File: config.mk
export PLATFORM = sky130hd
export DESIGN_NAME = ntt_ctrl
export DESIGN_NICKNAME = d
export VERILOG_FILES = /design/src/rtl/ntt_ctrl.sv
export SDC_FILE = /design/constraint.sdc
export NUM_CORES = 1
export LEC_CHECK = 0
export BUFFER_PORTS_ARGS = -buffer_cell sky130_fd_sc_hd__buf_2
export CORE_UTILIZATION = 55
export CTS_CLUSTER_SIZE = 14
export DETAILED_ROUTE_END_ITERATION = 16
export HOLD_SLACK_MARGIN = 0.15
export PLACE_DENSITY = 0.77
export SYNTH_ARGS = -nofsm -noshare
export SYNTH_HDL_FRONTEND = slang
export SYNTH_SLANG_ARGS = --single-unit
export TNS_END_PERCENT = 100
File: constraint.sdc
create_clock -name clk -period 6.2 [get_ports clk]
set_clock_uncertainty 0.15 [all_clocks]
set_input_delay 0 -clock clk [delete_from_list [all_inputs] [get_ports clk]]
set_output_delay 0 -clock clk [all_outputs]
set_load 0.05 [all_outputs]
File: src/rtl/ntt_ctrl.sv
// Layer/butterfly sequencer for the in-place NTT: issues one (layer, bf) pair per
// cycle and drains the butterfly pipeline between layers before the next one reads.
module ntt_ctrl #(
    parameter int NUM_LAYERS = 9,
    parameter int NUM_BF     = 256,
    parameter int BF_LATENCY = 6
) (
    input  logic       clk,
    input  logic       rst,
    input  logic       start,
    input  logic       stall,
    output logic [3:0] layer_num,
    output logic [7:0] bf_num,
    output logic       issue_valid,
    output logic       busy,
    output logic       done
);

    typedef enum logic [1:0] {
        S_IDLE,
        S_ISSUE,
        S_DRAIN,
        S_DONE
    } state_t;

    localparam int                   DRAIN_W    = $clog2(BF_LATENCY + 1);
    localparam logic [7:0]           BF_LAST    = 8'(NUM_BF - 1);
    localparam logic [3:0]           LAYER_LAST = 4'(NUM_LAYERS - 1);
    localparam logic [DRAIN_W-1:0]   DRAIN_LOAD = DRAIN_W'(BF_LATENCY);
    localparam logic [DRAIN_W-1:0]   DRAIN_ONE  = DRAIN_W'(1);

    state_t               state_q, state_d;
    logic [3:0]           layer_q, layer_d;
    logic [7:0]           bf_q, bf_d;
    logic [DRAIN_W-1:0]   drain_q, drain_d;

    // NOTE: sequential state uses non-blocking assignments so every flop samples
    // the pre-edge values; mixing in blocking assignments creates ordering races.
    always_ff @(posedge clk or posedge rst) begin
        if (rst) begin
            state_q <= S_IDLE;
            layer_q <= '0;
            bf_q    <= '0;
            drain_q <= '0;
        end else begin
            state_q <= state_d;
            layer_q <= layer_d;
            bf_q    <= bf_d;
            drain_q <= drain_d;
        end
    end

    // NOTE: every comb output gets a hold default first, so no path infers a latch.
    always_comb begin
        state_d = state_q;
        layer_d = layer_q;
        bf_d    = bf_q;
        drain_d = drain_q;
        unique case (state_q)
            S_IDLE: begin
                layer_d = '0;
                bf_d    = '0;
                if (start) state_d = S_ISSUE;
            end
            S_ISSUE: begin
                if (!stall) begin
                    if (bf_q == BF_LAST) begin
                        drain_d = DRAIN_LOAD;
                        state_d = S_DRAIN;
                    end else begin
                        bf_d = bf_q + 8'd1;
                    end
                end
            end
            S_DRAIN: begin
                drain_d = drain_q - DRAIN_ONE;
                // Leaving on the count-of-one cycle makes DRAIN last exactly BF_LATENCY cycles.
                if (drain_q == DRAIN_ONE) begin
                    if (layer_q == LAYER_LAST) begin
                        state_d = S_DONE;
                    end else begin
                        layer_d = layer_q + 4'd1;
                        bf_d    = '0;
                        state_d = S_ISSUE;
                    end
                end
            end
            S_DONE: begin
                layer_d = '0;
                bf_d    = '0;
                state_d = S_IDLE;
            end
            default: state_d = S_IDLE;
        endcase
    end

    always_comb begin
        issue_valid = (state_q == S_ISSUE) && !stall;
        busy        = (state_q != S_IDLE);
        done        = (state_q == S_DONE);
    end

    assign layer_num = layer_q;
    assign bf_num    = bf_q;

endmodule

Word-level counts from Yosys, hierarchy flattened
Cells that the tools add are included.

Register bits: 17. Input port bits: 4. Output and inout bits: 15. Word-level logic and storage cells: 47.

$add $sub $neg: 3. Equality and inequality tests: 12. Mux-type cells: 17. Reduce and logical (&&, ||, !) cells: 11.

Operators with widths (number): two-way mux 8 bit (4); case mux 8 bit (3 select lines) (1); != test 2 bit (second input constant) (6); two-way mux 2 bit (5); adder 8 x 1 -> 8 bit (second input constant) (1); equality test 8 bit (second input constant) (1); two-way mux 4 bit (2); case mux 2 bit (4 select lines) (1); case mux 4 bit (2 select lines) (1); AND reduction 4 bit (2); two-way mux 3 bit (2); case mux 3 bit (2 select lines) (1); AND reduction 3 bit (2); nonzero test 2 bit (3); adder 4 x 1 -> 4 bit (second input constant) (1); equality test 2 bit (second input constant) (2); equality test 4 bit (second input constant) (1); equality test 3 x 1 -> 1 bit (second input constant) (1); subtractor 3 x 1 -> 3 bit (second input constant) (1); equality test 2 x 1 -> 1 bit (second input constant) (1); zero test 2 bit (1); OR reduction 2 bit (1); logical AND 1 bit (1); zero test 1 bit (1).

Longest topological paths before layout
Gate-level depths: netlist of run 1.

Word-level depth: 4. Gate-level depth with buffers: 8. Mapped depth without buffers: 6.

Worst setup path before layout of run 1
No wires, ideal clock.

Kind: register to register. Start point: register layer_q[0], in the netlist layer_num[0]. End point: register bf_q[5], in the netlist bf_num[5]. Library setup time: 101 ps. Arrival: 2032 ps. Data required time: 5949 ps. Slack: 3917 ps. Cell stages (with the launch flop): 8. Path buffers: 1. Period minus slack after synthesis: 2283 ps. Cells stage by stage: dfrtp_1 > inv_1 > ha_1 > and4b_1 > a221o_1 > or3_1 > buf_2 > o311ai_2.

Word-level cells in the longest chain between the ends: 3.

RTL lines: from (decl) (RTL line 33) `logic [3:0] layer_q, layer_d;`; from (signal assigned) (RTL line 47) `layer_q <= layer_d;`; equality test 4 bit (RTL line 79) `if (layer_q == LAYER_LAST) begin`; != test 2 bit (no line); AND reduction 4 bit (no line); to (signal assigned) (RTL line 43) `bf_q <= '0;`; to (signal assigned) (RTL line 48) `bf_q <= bf_d;`; to (decl) (RTL line 34) `logic [7:0] bf_q, bf_d;`.

Every way passes these cells. A chain may end at the register's enable or synchronous reset.

Worst setup path in the final report of run 1
Start point: register bf_q[0], in the netlist bf_num[0]. End point: register state_q[1].

Word-level cells in the longest chain between the ends: 3.

RTL lines: equality test 8 bit (RTL line 67) `if (bf_q == BF_LAST) begin`; != test 2 bit (no line); AND reduction 4 bit (no line); to (signal assigned) (RTL line 46) `state_q <= state_d;`; to (decl) (RTL line 32) `state_t state_q, state_d;`.

Every way passes these cells.

==> impl_metrics.toml, run 1 <==
[finish]
final_common_cell = "buf_2"
nets = 156
final_cell_area_sq_um = 1292
mostFrequentLayoutCells = "buf_2, dfrtp_1, o21ai_0"
drive_above_1_share_pct = 19.29
syn2layout_area_growth_pct = 14.78
antenna_cells = 0

[yosys]
synth_top_area_share_pct = 37.78
synth.avg_cell_area_sq_um = 9.543
synth-main-ff-cell = "dfrtp_1"
synth_fp_nets = 133
synth_area_leaders = "dfrtp_1, ha_1, o21ai_0"
ys_types = 38
synth_edf_count = 0
synth_area_leader_cell = "dfrtp_1"
syn_inst = 118
synth_area_sq_um = 1126
ys_async_sr_fraction_pct = 100.0
yosysWarnings = 0
ys_seq_area_share_pct = 37.78
synth_seq_cells = 17

[floorplanning]
io_pins = 19
fp.coreArea_sq_um = 1942
die_width_um = 47.25
die_height_um = 47.25
dieArea_sq_um = 2233
placementRows = 16
start_util_pct = 57.99

[drt]
routed_via_density = 5.988
drc = 0
drt-initial-drc-count = 25
routed_wl_um = 2470
dr.pass1.iters = 4
routedWlPerCell_um = 14.79
final_antenna_net_count = 0
via_count = 1000

[timing]
setup_ws_ns = 3.371
max_freq_mhz = 353.5
tns_ns = 0
setup_violations = 0
tightest_slew_ns = 0.6550
fin_crit_ns = 2.829
post-route-period-util_pct = 45.63
slew_headroom_pct = 56.29
hold_violations = 0
slew_viol_final = 0
rsz0062_at_grt = "no"

[power_and_ir_drop]
power_density_nw_per_um2 = 445.4
vdd_drop_max_v = 0.0003179
leakagePower_nw = 0.6268

[clock_tree]
clk_latency_ns = 0.30
cts_buffers = 3
cts_setup_buffers = 0
clkSlewWorstSetupHoldPaths_ns = 0.10
cts.path.max_buffers = 2
htreeDepth = 1
clock_tree.root_cell = "clkbuf_4"
cts.sinks = 17
cts_tree = "built"

[critical_path]
worstPathCellList = "ha_1 > nand3_1 > o21ai_0 > nand3_1 > dlygate4sd3_1 > o2bb2ai_1 > dlygate4sd3_1"
slowest_delay_ns = 0.59
rrSetupSlack_ns = 3.37
cp_data_arrival_time_ns = 2.91
crit_buf_inv = 2
cp.required_ns = 6.28
cp-end-kind = "register"
cp-start-kind = "register"
slowest_stage = "dlygate4sd3_1"
critPathMaxFanout = 6
crit_family = "buffers and inverters"
crit_type = "reg -> reg"

[place]
dp_hpwl_um = 1727
placed_cell_area_sq_um = 1226
io_buffers = 18
place_congestion = 0.7722
pre_cts_slack_ns = 3.698

[outcome]
outcome = "completed"

[global_route]
grt_pass1_vias = 855
grt_overflow = 0
grtUsageTotal_pct = 24.72
grt_pass1_wl_um = 3781
grt_max_degree = 18
antenna_found_initial = 0

[min_path]
hold_path_class = "in -> async"

[job]
cap_violations = 0
==> cells by family after synthesis <==
group	share of synthesized area, %
muxes	1.889
adders and majority gates	12.22
DFF	37.78
AOI/OAI and AO/OA	24.22
and+or+nand+nor	18.44
buffers and inverters	5.445
==> worst paths after layout <==
check	from	endpoint	depth (start not counted)
worst max-delay path	bf_num[0]$_DFFE_PP0P_	state_q[1]$_DFFE_PP0P_	7
worst min-delay path	rst	bf_num[7]$_DFFE_PP0P_	3
worst max register to register	bf_num[0]$_DFFE_PP0P_	state_q[1]$_DFFE_PP0P_	7
worst min register to register	bf_num[6]$_DFFE_PP0P_	bf_num[6]$_DFFE_PP0P_	1
max in group asynchronous	rst	drain_q[1]$_DFFE_PP0P_	3
min in group clk	bf_num[6]$_DFFE_PP0P_	bf_num[6]$_DFFE_PP0P_	1
==> power breakdown <==
group          switching, mW  internal, mW
combinational          0.228         0.115
clock                 0.0364        0.0251
sequential            0.0319         0.139
==> synthesized netlist by cell type, types with 2 or more instances <==
library cell   n
dfrtp_1       17
o21ai_0       13
ha_1          11
inv_1         10
o31ai_1        8
nand3_1        7
nand2_1        6
nor2_1         6
nand2b_1       4
o31ai_2        3
and3_1         2
clkbuf_1       2
nand3b_1       2
nor2b_1        2
or4_1          2
==> stage by stage <==
stage	cells	hold WS (ns)	util [%]	power [mW]
2_1_floorplan	118	-0.2239	-	0.4306
3_3_place_gp	159	-0.02675	63.14	0.4824
3_5_place_dp	159	-0.03055	63.14	0.4945
4_1_cts	167	0.1939	66.56	0.5710
5_1_grt	167	0.2478	66.56	0.6158
6_report	167	0.1721	66.56	0.5757
==> registers in the layout, summed over array words and instances, names as in the netlist <==
name,count
bf_num,8
drain_q,3
layer_num,4
state_q,2
==> area by class of cell <==
class / instances / area (sq um)
well taps: 27 / 33.78
repair buffers: 22 / 130.1
multi-input cells: 87 / 639.4
fillers: 180 / 649.4
inverters: 10 / 37.54
clock buffers: 4 / 26.28
flip-flops and latches: 17 / 425.4
==> per-layer routing <==
| metal | up-vias | GRT usage [%] | wire length (um) |
|---|---|---|---|
| li1 | 481 | - | - |
| met1 | 491 | 31.52 | 1142 |
| met2 | 24 | 41.10 | 1218 |
| met3 | 4 | 2.308 | 57 |
| met4 | 0 | 13.14 | 53 |
| met5 | - | 0 | 0 |
==> what timing repair did <==
action	4_1_cts	5_1_grt
endpoints found under the setup margin	0	0
hold buffers	4	0
resized for setup	0	0
hold endpoints to repair	22	0
==> tightest hold or removal path, stage by stage <==
cell and delay [ns]:
dlygate4sd3_1 0.53, buf_2 0.11, inv_1 0.48
No activity file was read; power rests on OpenSTA's default activity.
==> inputs of run 2 (changes only) <==
--- a/config.mk
+++ b/config.mk
@@ -6,11 +6,11 @@
 export NUM_CORES = 1
 export LEC_CHECK = 0
 export BUFFER_PORTS_ARGS = -buffer_cell sky130_fd_sc_hd__buf_2
-export CORE_UTILIZATION = 55
+export CORE_UTILIZATION = 49
 export CTS_CLUSTER_SIZE = 14
 export DETAILED_ROUTE_END_ITERATION = 16
 export HOLD_SLACK_MARGIN = 0.15
-export PLACE_DENSITY = 0.77
+export PLACE_DENSITY = 0.73
 export SYNTH_ARGS = -nofsm -noshare
 export SYNTH_HDL_FRONTEND = slang
 export SYNTH_SLANG_ARGS = --single-unit
==> constraint.sdc (replaced) <==
create_clock -name clk -period 2.5 [get_ports clk]
set_clock_uncertainty 0.15 [all_clocks]
set_input_delay 0 -clock clk [delete_from_list [all_inputs] [get_ports clk]]
set_output_delay 0 -clock clk [all_outputs]
set_load 0.05 [all_outputs]
==> run 2 against run 1 <==
Register-to-register slack worse by 3.1 ns. Wire length down 2.4%. Setup slack worse by 3.1 ns. Sequential share of layout area down 0.78 points. Non-clock buffer count up 4. Critical path depth down 1. Count of clock-buffer cells in the layout down 1. Largest cell class unchanged. Largest power group unchanged.
==> impl_metrics.toml, run 2 (synthesized netlist as in run 1, its figures left out) <==
[drt]
via_count = 1009
routed_via_density = 5.901
final_antenna_net_count = 0
drt-initial-drc-count = 32
routedWlPerCell_um = 14.09
routed_wl_um = 2410
dr.pass1.iters = 4
drc = 0

[power_and_ir_drop]
seq_power_share_pct = 29.6
leakagePower_nw = 0.6491
p_int_mw = 0.6984
vdd_drop_max_v = 0.0006474
comb_power_share_pct = 59.5
power_density_nw_per_um2 = 1084
switchingPower_mw = 0.7367
power_frac_clock_pct = 10.9
switching_share_pct = 51.33

[floorplanning]
dieArea_sq_um = 2494
io_pins = 19
placementRows = 16
start_util_pct = 54.61
die_width_um = 49.94
die_height_um = 49.94
fp.coreArea_sq_um = 2062

[finish]
nets = 160
post-route-util_pct = 64.20
antenna_cells = 0
drive_above_1_share_pct = 22.22
syn2layout_area_growth_pct = 17.56
largest_reg_flops = 8
final_common_cell = "buf_2"
mostFrequentLayoutCells = "buf_2, dfrtp_1, o21ai_0"

[timing]
max_freq_mhz = 447.6
fin_crit_ns = 2.234
tns_ns = 0
setup_ws_ns = 0.2659
rsz0062_at_grt = "no"
hold_violations = 0
slew_viol_final = 0
tightest_slew_ns = 0.6609
slew_headroom_pct = 55.89
post-route-period-util_pct = 89.36
setup_violations = 0

[clock_tree]
clock_tree.root_cell = "clkbuf_4"
clk_latency_ns = 0.30
cts_resized = 0
htreeDepth = 1
cts_tree = "built"
clkSlewWorstSetupHoldPaths_ns = 0.11
cts.sinks = 17
cts.path.max_buffers = 2
cts_buffers = 3

[global_route]
grt_overflow = 0
grt_pass1_vias = 927
grt_max_degree = 18
grtUsageTotal_pct = 22.34
antenna_found_initial = 0
grt_pass1_wl_um = 4195

[critical_path]
cp.required_ns = 2.57
crit_buf_inv = 1
cp_data_arrival_time_ns = 2.31
critPathMaxFanout = 6
r2r_start = "bf_num[0]$_DFFE_PP0P_"
worstPathCellList = "ha_1 > nand3_1 > o21ai_0 > nand3_1 > dlygate4sd3_1 > mux2i_1"
crit_type = "reg -> reg"
slowest_stage = "dlygate4sd3_1"
cp-start-kind = "register"
cpMostUsedCell = "nand3_1"
slowest_delay_ns = 0.59
crit_family = "buffers and inverters"
rrSetupSlack_ns = 0.27
r2r_end = "state_q[0]$_DFFE_PP0P_"
cp-end-kind = "register"
rr_worst_depth = 6

[place]
dp_hpwl_um = 1725
place_congestion = 0.7916
pre_cts_slack_ns = 0.3418
io_buffers = 18

[min_path]
hold_path_class = "in -> async"

[job]
cap_violations = 0

[outcome]
outcome = "completed"
-- run 2: metrics by stage --
| step | cells | instance area [sq um] | total power [mW] | hold slack (ns) |
|---|---|---|---|---|
| after floorplan | 118 | 1126 | 1.068 | -0.2239 |
| after global placement | 163 | 1256 | 1.232 | -0.02077 |
| after detailed placement | 163 | 1256 | 1.263 | -0.02813 |
| after CTS | 171 | 1324 | 1.443 | 0.1842 |
| after global routing | 171 | 1324 | 1.554 | 0.2525 |
| final | 171 | 1324 | 1.435 | 0.2041 |
-- run 2: power groups by stage --
stage,registers [mW],clock network [mW],logic (mW)
after floorplan,0.525,0,0.543
after global placement,0.422,0,0.810
after detailed placement,0.429,0,0.834
after CTS,0.424,0.160,0.858
after global routing,0.435,0.172,0.947
final,0.425,0.156,0.854
-- run 2: layout make-up --
class / instances / area (sq um)
Clock buffer: 3 / 22.52
Clock inverter: 1 / 5.005
Fill cell: 194 / 738.2
Inverter: 10 / 37.54
Multi-Input combinational cell: 87 / 639.4
Sequential cell: 17 / 425.4
Tap cell: 27 / 33.78
Timing Repair Buffer: 26 / 160.2
-- run 2: layer usage --
metal,wire (um),GRT usage (%),part of all wire [%],vias up
met5,0,0,0,-
met4,21,10.95,0.87,0
met3,144,4.012,6.0,2
met2,1144,34.23,47,44
met1,1099,30.00,46,477
li1,-,-,-,486
-- run 2: tightest hold or removal path, stage by stage --
cell           delay (ns)
dlygate4sd3_1        0.56
buf_2                0.12
inv_1                0.48
-- run 2: how the worst max path moves through the flow --
stage / startpoint / to / slack [ns] / cells after the start
2_1_floorplan: layer_num[0]$_DFFE_PP0P_ / bf_num[5]$_DFFE_PP0P_ / 0.22 / 7
3_3_place_gp: state_q[0]$_DFFE_PP0P_ / bf_num[5]$_DFFE_PP0P_ / 0.39 / 6
3_5_place_dp: state_q[0]$_DFFE_PP0P_ / bf_num[5]$_DFFE_PP0P_ / 0.34 / 6
4_1_cts: bf_num[0]$_DFFE_PP0P_ / state_q[0]$_DFFE_PP0P_ / 0.29 / 6
5_1_grt: bf_num[0]$_DFFE_PP0P_ / state_q[0]$_DFFE_PP0P_ / 0.1 / 6
6_report: bf_num[0]$_DFFE_PP0P_ / state_q[0]$_DFFE_PP0P_ / 0.27 / 6
-- run 2: timing repair --
action                                 CTS  global route
endpoints found under the hold margin   24             0
buffers inserted                         0             0
hold buffers                             4             0
